$ cat src/rtl/alu_pkg.sv
// Shared ALU encodings and datapath defaults for the ID/EX stage and ALU.
// Latency: none (constants only).
// Backpressure: not applicable.
package alu_pkg;

    localparam int XLEN = 64;
    localparam int RW   = 5;

    // 4-bit ALU control codes consumed by the 64-bit ALU
    localparam logic [3:0] ALU_AND = 4'b0000;
    localparam logic [3:0] ALU_OR  = 4'b0001;
    localparam logic [3:0] ALU_ADD = 4'b0010;
    localparam logic [3:0] ALU_SUB = 4'b0110;
    localparam logic [3:0] ALU_NOR = 4'b1100;

    // Main ALUOp from the decoder; 2'b11 is reserved and treated as add
    localparam logic [1:0] AOP_MEM = 2'b00;
    localparam logic [1:0] AOP_BR  = 2'b01;
    localparam logic [1:0] AOP_R   = 2'b10;

endpackage

$ cat src/rtl/alu_control.sv
// Decodes main ALUOp plus funct3/funct7[5] into the 4-bit ALU control code.
// Latency: combinational, registered by the ID/EX stage.
// Backpressure: none; pure function of its inputs.
// Ports: alu_op/funct3/funct7_b5 in, alu_ctl out.
module alu_control
    import alu_pkg::*;
(
    input  logic [1:0] alu_op,
    input  logic [2:0] funct3,
    input  logic       funct7_b5,
    output logic [3:0] alu_ctl
);

    always_comb begin
        alu_ctl = ALU_ADD;
        case (alu_op)
            AOP_MEM: alu_ctl = ALU_ADD;
            AOP_BR:  alu_ctl = ALU_SUB;
            AOP_R: begin
                case (funct3)
                    3'b000:  alu_ctl = funct7_b5 ? ALU_SUB : ALU_ADD;
                    3'b111:  alu_ctl = ALU_AND;
                    3'b110:  alu_ctl = ALU_OR;
                    default: alu_ctl = ALU_NOR;
                endcase
            end
            default: alu_ctl = ALU_ADD;
        endcase
    end

endmodule

$ cat src/rtl/id_ex_stage.sv
// ID/EX pipeline register with ALU control decode, EX operand forwarding and load-use detection.
// Latency: 1 cycle id_* -> ex_*; ex_a/ex_b/ex_store_data also follow same-cycle forwarding inputs.
// Backpressure: stall_id (combinational) holds decode for one cycle on a load-use hazard; a bubble is injected instead.
// Ports: id_* decoded instruction in; exmem_*/memwb_* forwarding sources in; flush kills ID/EX;
//        stall_id out to IF/ID; ex_* registered control/data and forwarded ALU operands out.
module id_ex_stage
    import alu_pkg::*;
#(
    parameter int XLEN = alu_pkg::XLEN,
    parameter int RW   = alu_pkg::RW
) (
    input  logic            clk,
    input  logic            reset,
    input  logic            id_valid,
    input  logic [XLEN-1:0] id_pc,
    input  logic [XLEN-1:0] id_rs1_data,
    input  logic [XLEN-1:0] id_rs2_data,
    input  logic [XLEN-1:0] id_imm,
    input  logic [RW-1:0]   id_rs1,
    input  logic [RW-1:0]   id_rs2,
    input  logic [RW-1:0]   id_rd,
    input  logic [2:0]      id_funct3,
    input  logic            id_funct7_b5,
    input  logic [1:0]      id_alu_op,
    input  logic            id_alu_src,
    input  logic            id_mem_read,
    input  logic            id_mem_write,
    input  logic            id_reg_write,
    input  logic            id_mem_to_reg,
    input  logic            id_branch,
    input  logic            flush,
    input  logic [RW-1:0]   exmem_rd,
    input  logic            exmem_reg_write,
    input  logic [XLEN-1:0] exmem_result,
    input  logic [RW-1:0]   memwb_rd,
    input  logic            memwb_reg_write,
    input  logic [XLEN-1:0] memwb_result,
    output logic            stall_id,
    output logic            ex_valid,
    output logic [XLEN-1:0] ex_pc,
    output logic [XLEN-1:0] ex_a,
    output logic [XLEN-1:0] ex_b,
    output logic [XLEN-1:0] ex_store_data,
    output logic [3:0]      ex_alu_ctl,
    output logic [RW-1:0]   ex_rd,
    output logic [2:0]      ex_funct3,
    output logic            ex_mem_read,
    output logic            ex_mem_write,
    output logic            ex_reg_write,
    output logic            ex_mem_to_reg,
    output logic            ex_branch
);

    logic [3:0]      id_alu_ctl;
    logic [XLEN-1:0] ex_rs1_data;
    logic [XLEN-1:0] ex_rs2_data;
    logic [XLEN-1:0] ex_imm;
    logic [RW-1:0]   ex_rs1;
    logic [RW-1:0]   ex_rs2;
    logic            ex_alu_src;
    logic [XLEN-1:0] fwd_rs1;
    logic [XLEN-1:0] fwd_rs2;

    alu_control u_alu_control (
        .alu_op    (id_alu_op),
        .funct3    (id_funct3),
        .funct7_b5 (id_funct7_b5),
        .alu_ctl   (id_alu_ctl)
    );

    // A load in EX cannot forward until it reaches MEM/WB, so a dependent
    // instruction in decode must wait exactly one cycle.
    assign stall_id = id_valid && ex_valid && ex_mem_read && (ex_rd != '0) &&
                      ((ex_rd == id_rs1) || (ex_rd == id_rs2));

    // Reset, flush and load-use all collapse to the same all-zero bubble.
    always_ff @(posedge clk) begin
        if (reset || flush || stall_id) begin
            ex_valid      <= 1'b0;
            ex_pc         <= '0;
            ex_rs1_data   <= '0;
            ex_rs2_data   <= '0;
            ex_imm        <= '0;
            ex_rs1        <= '0;
            ex_rs2        <= '0;
            ex_rd         <= '0;
            ex_funct3     <= '0;
            ex_alu_ctl    <= '0;
            ex_alu_src    <= 1'b0;
            ex_mem_read   <= 1'b0;
            ex_mem_write  <= 1'b0;
            ex_reg_write  <= 1'b0;
            ex_mem_to_reg <= 1'b0;
            ex_branch     <= 1'b0;
        end else begin
            ex_valid      <= id_valid;
            ex_pc         <= id_pc;
            ex_rs1_data   <= id_rs1_data;
            ex_rs2_data   <= id_rs2_data;
            ex_imm        <= id_imm;
            ex_rs1        <= id_rs1;
            ex_rs2        <= id_rs2;
            ex_rd         <= id_rd;
            ex_funct3     <= id_funct3;
            ex_alu_ctl    <= id_alu_ctl;
            ex_alu_src    <= id_alu_src;
            ex_mem_read   <= id_mem_read;
            ex_mem_write  <= id_mem_write;
            ex_reg_write  <= id_reg_write;
            ex_mem_to_reg <= id_mem_to_reg;
            ex_branch     <= id_branch;
        end
    end

    // EX/MEM is the younger producer, so it is checked first; x0 never forwards.
    always_comb begin
        fwd_rs1 = ex_rs1_data;
        if (exmem_reg_write && (exmem_rd != '0) && (exmem_rd == ex_rs1))
            fwd_rs1 = exmem_result;
        else if (memwb_reg_write && (memwb_rd != '0) && (memwb_rd == ex_rs1))
            fwd_rs1 = memwb_result;
    end

    always_comb begin
        fwd_rs2 = ex_rs2_data;
        if (exmem_reg_write && (exmem_rd != '0) && (exmem_rd == ex_rs2))
            fwd_rs2 = exmem_result;
        else if (memwb_reg_write && (memwb_rd != '0) && (memwb_rd == ex_rs2))
            fwd_rs2 = memwb_result;
    end

    assign ex_a          = fwd_rs1;
    assign ex_b          = ex_alu_src ? ex_imm : fwd_rs2;
    assign ex_store_data = fwd_rs2;

endmodule

$ cat config.mk
export PLATFORM = sky130hd
export DESIGN_NAME = id_ex_stage
export DESIGN_NICKNAME = d
export VERILOG_FILES = /design/src/rtl/alu_pkg.sv /design/src/rtl/alu_control.sv /design/src/rtl/id_ex_stage.sv
export SDC_FILE = /design/constraint.sdc
export NUM_CORES = 1
export LEC_CHECK = 0
export CAP_MARGIN = 10
export CORE_AREA = 2 2 272 274
export DETAILED_ROUTE_END_ITERATION = 10
export DIE_AREA = 0 0 274 276
export SETUP_SLACK_MARGIN = 0.2
export SLEW_MARGIN = 40
export SYNTH_ARGS = -nofsm -noshare
export SYNTH_HDL_FRONTEND = slang
export SYNTH_SLANG_ARGS = --single-unit
$ cat constraint.sdc
create_clock -name clk -period 5.4 [get_ports clk]
set_input_delay 1.08 -clock clk [delete_from_list [all_inputs] [get_ports clk]]
set_output_delay 1.08 -clock clk [all_outputs]
set_load 0.03 [all_outputs]
==> results.sh <==
export IMPL_status="finished clean"
export IMPL_syn_to_final_growth_pct=78.6
export IMPL_yosysSeqAreaShare_pct=45.3
export IMPL_io_pins=702
export IMPL_drtIter0Drc=816
export IMPL_row_count=99
export IMPL_holdPathStages=2
export IMPL_swShare_pct=28.0
export IMPL_p_sw_uw=1720
export IMPL_die_w_um=274
export IMPL_max_freq_mhz=196
export IMPL_pwr_share_seq_pct=36.3
export IMPL_insertion_delay_ps=550
export IMPL_first_global_vias=13600
export IMPL_yosys_area_top_type="dfxtp_1"
export IMPL_cp_start_kind="primary input"
export IMPL_syn_area_per_cell_sq_um=8.92
export IMPL_core_area_sq_mm=0.0726
export IMPL_rsz0062_at_grt="no"
export IMPL_die_area_sq_mm=0.0756
export IMPL_setup_viol_count_final=0
export IMPL_power_density_mw_per_mm2=273
export IMPL_port_buffers=701
export IMPL_r2r_setup_slack_ps=2760
export IMPL_ys_flop_type="dfxtp_1"
export IMPL_skew_ps=15.7
export IMPL_worstPathRequired_ps=4320
export IMPL_cts_tree="done"
export IMPL_antenna_found_initial=17
export IMPL_worst_pin_slew_ps=763
export IMPL_routed_wl_um=67200
export IMPL_nets=2507
export IMPL_hold_path_class="in -> reg"
export IMPL_grt_pass1_wl_um=95000
export IMPL_dp_hpwl_um=50200
export IMPL_ys_seq_elements=285
export IMPL_min_period_ps=5110
export IMPL_vias_per_cell=4.30
export IMPL_reg2reg_depth=5
export IMPL_drive_gt1_share_pct=14.2
export IMPL_path_clk_slew_ps=60
export IMPL_relSlewSlack_pct=49.1
export IMPL_ctsHoldBuffers=0
export IMPL_comb_power_share_pct=21.5
export IMPL_syn_area_sq_mm=0.0126
export IMPL_cts_sinks=285
export IMPL_wl_per_cell_um=21.9
export IMPL_worstReg2RegStart="ex_rd[1]$_SDFF_PP0_"
export IMPL_drc=0
export IMPL_fillers=7640
export IMPL_yosys_warnings=0
export IMPL_cts_max_path_buffers=3
export IMPL_initial_utilization_pct=17.3
export IMPL_drv_slew=0
export IMPL_path_max_fanout=24
export IMPL_drtPass1Iterations=5
export IMPL_grt_max_degree=138
export IMPL_synth_top_area_share_pct=45.3
export IMPL_vias=13200
export IMPL_fin_area_sq_mm=0.0225
export IMPL_hold_violations=0
export IMPL_ys_types=38
export IMPL_synth_cells=1411
export IMPL_synthesis_nets=1840
export IMPL_htree_levels=2
export IMPL_gp_routability_congestion=0.828
export IMPL_die_h_um=276
export IMPL_pwr_share_clk_pct=42.2
export IMPL_intPower_uw=4420
export IMPL_drv_cap=0
export IMPL_ant_nets=0
export IMPL_synth_edf_count=0
export IMPL_grtUsageTotal_pct=17.2
export IMPL_grt_overflow_total=0
export IMPL_finalCritPeriodShare_pct=94.6
export IMPL_cts_root_buf="clkbuf_16"
export IMPL_cts_buffers=37
export IMPL_min_from="id_rs2_data[4]"
export IMPL_r2r_end="ex_rs2_data[51]$_SDFF_PP0_"
export IMPL_ys_async_sr_fraction_pct=0
export IMPL_placedInstanceArea_sq_mm=0.0211
export IMPL_crit_arrival_ps=4030
export IMPL_p_leak_uw=0.00874
export IMPL_ir_worst_vdd_v=0.000201
export IMPL_utilization_pct=31.0
export IMPL_critical_path_class="in -> out"
export IMPL_end_kind="primary output"
export IMPL_yosys_top_cells_area="dfxtp_1, and2_1, mux2i_1"
export IMPL_whs_endpoint="ex_rs2_data[4]$_SDFF_PP0_"
==> worst max path at each step <==
stage,start,endpoint,slack (ps),cells after the start
after CTS,memwb_rd[0],ex_b[57],180,9
after global routing,memwb_rd[0],ex_b[39],210,9
after floorplan,exmem_rd[1],ex_b[18],1090,6
final,exmem_rd[1],ex_b[32],290,9
after global placement,memwb_rd[4],ex_b[57],-190,9
after detailed placement,memwb_rd[4],ex_b[57],-160,9
==> layout make-up <==
type / instances / area [sq um] / share of cell area (%)
clock inverter: 11 / 159 / 0.707
multi-input combinational: 986 / 6460 / 28.7
inverter: 3 / 11.3 / 0.0501
tap: 959 / 1200 / 5.34
timing repair buffer: 765 / 7840 / 34.9
clock buffer: 53 / 1090 / 4.84
antenna: 6 / 15.0 / 0.0668
sequential: 285 / 5710 / 25.4
==> cell usage in the layout, fill, tap and decap left out, types with 2 or more instances in the layout <==
| cell type | n |
|---|---|
| nand4_1 | 2 |
| nand2_1 | 65 |
| bufinv_16 | 4 |
| buf_6 | 2 |
| nor4b_1 | 4 |
| buf_12 | 47 |
| dfxtp_1 | 284 |
| dlymetal6s2s_1 | 18 |
| clkbuf_8 | 6 |
| xor2_1 | 16 |
| inv_1 | 3 |
| nor3_1 | 63 |
| nor2_1 | 78 |
| o31ai_1 | 64 |
| clkbuf_1 | 8 |
| a31oi_1 | 61 |
| xor2_4 | 3 |
| mux2_1 | 16 |
| xnor2_1 | 11 |
| buf_4 | 132 |
| nor4_1 | 60 |
| mux2i_1 | 64 |
| diode_2 | 6 |
| ha_1 | 2 |
| or2_4 | 2 |
| clkinv_2 | 6 |
| nand3_1 | 61 |
| a21oi_1 | 64 |
| and2_1 | 281 |
| dlygate4sd2_1 | 4 |
| a211oi_1 | 4 |
| or4_1 | 2 |
| mux2_2 | 44 |
| clkdlybuf4s50_1 | 562 |
| clkbuf_16 | 39 |
==> power groups by stage <==
stage | Combinational, uW | Sequential [uW] | Clock (uW)
2_1_floorplan | 503 | 2300 | 0
3_3_place_gp | 1310 | 2270 | 0
3_5_place_dp | 1320 | 2270 | 0
4_1_cts | 1330 | 2230 | 2680
5_1_grt | 1400 | 2230 | 2760
6_report | 1320 | 2230 | 2590
==> synth_stat cells, drive strengths merged (2+ instances only) <==
cell type	n
o31ai	64
nor4b	5
nand2	66
a31oi	61
inv	3
nor3	64
a21oi	64
mux2	60
ha	2
mux2i	64
buf	28
nand4	2
dfxtp	285
a211oi	5
clkbuf	109
or4	3
and2	282
nor4	61
or2	2
xor2	19
nor2	79
nand3	61
xnor2	11
==> stage by stage <==
| stage | instances | hold slack (ps) | power [uW] | setup WS [ps] | setup TNS [ps] |
|---|---|---|---|---|---|
| floorplan | 1411 | 1080 | 2800 | 1090 | 0 |
| global placement | 2993 | 1160 | 3590 | -186 | -320 |
| detailed placement | 2993 | 1150 | 3590 | -164 | -280 |
| CTS | 3060 | 1040 | 6240 | 183 | 0 |
| global route | 3064 | 1050 | 6390 | 213 | 0 |
| finish | 3068 | 1080 | 6140 | 294 | 0 |
==> routing by layer <==
metal | GRT usage [%] | vias to the layer above | wire [um]
met5 | 0 | - | 81
met4 | 5.06 | 14 | 1800
met3 | 6.30 | 121 | 7250
met2 | 29.2 | 704 | 32200
met1 | 20.0 | 6109 | 25900
li1 | - | 6235 | -
==> what timing repair did <==
action,4_1_cts,5_1_grt
endpoints found under the hold margin,0,0
buffers inserted,3,2
pin swaps,1,1
resized for setup,5,24
endpoints found under the setup margin,13,31
==> cells by family (layout without fill, tap and decap cells) <==
| group | Yosys count | after routing | synth area share (%) |
|---|---|---|---|
| xor gates and xnor gates | 30 | 30 | 2.09 |
| and+or+nand+nor | 631 | 631 | 27.4 |
| AOI/OAI and AO/OA | 199 | 199 | 10.0 |
| muxes | 124 | 124 | 10.5 |
| DFF | 285 | 285 | 45.3 |
| buffers and inverters | 140 | 832 | 4.46 |
| adders and majority gates | 2 | 2 | 0.199 |
| other | 0 | 6 | 0 |
==> critical path, cell delays in order <==
cell,delay (ps)
clkdlybuf4s50_1,460
or4_1,610
o211ai_4,230
buf_12,140
buf_12,170
nor3_1,80
a31oi_1,310
mux2_2,220
clkdlybuf4s50_1,660
Power figures use the tool's default switching activity.
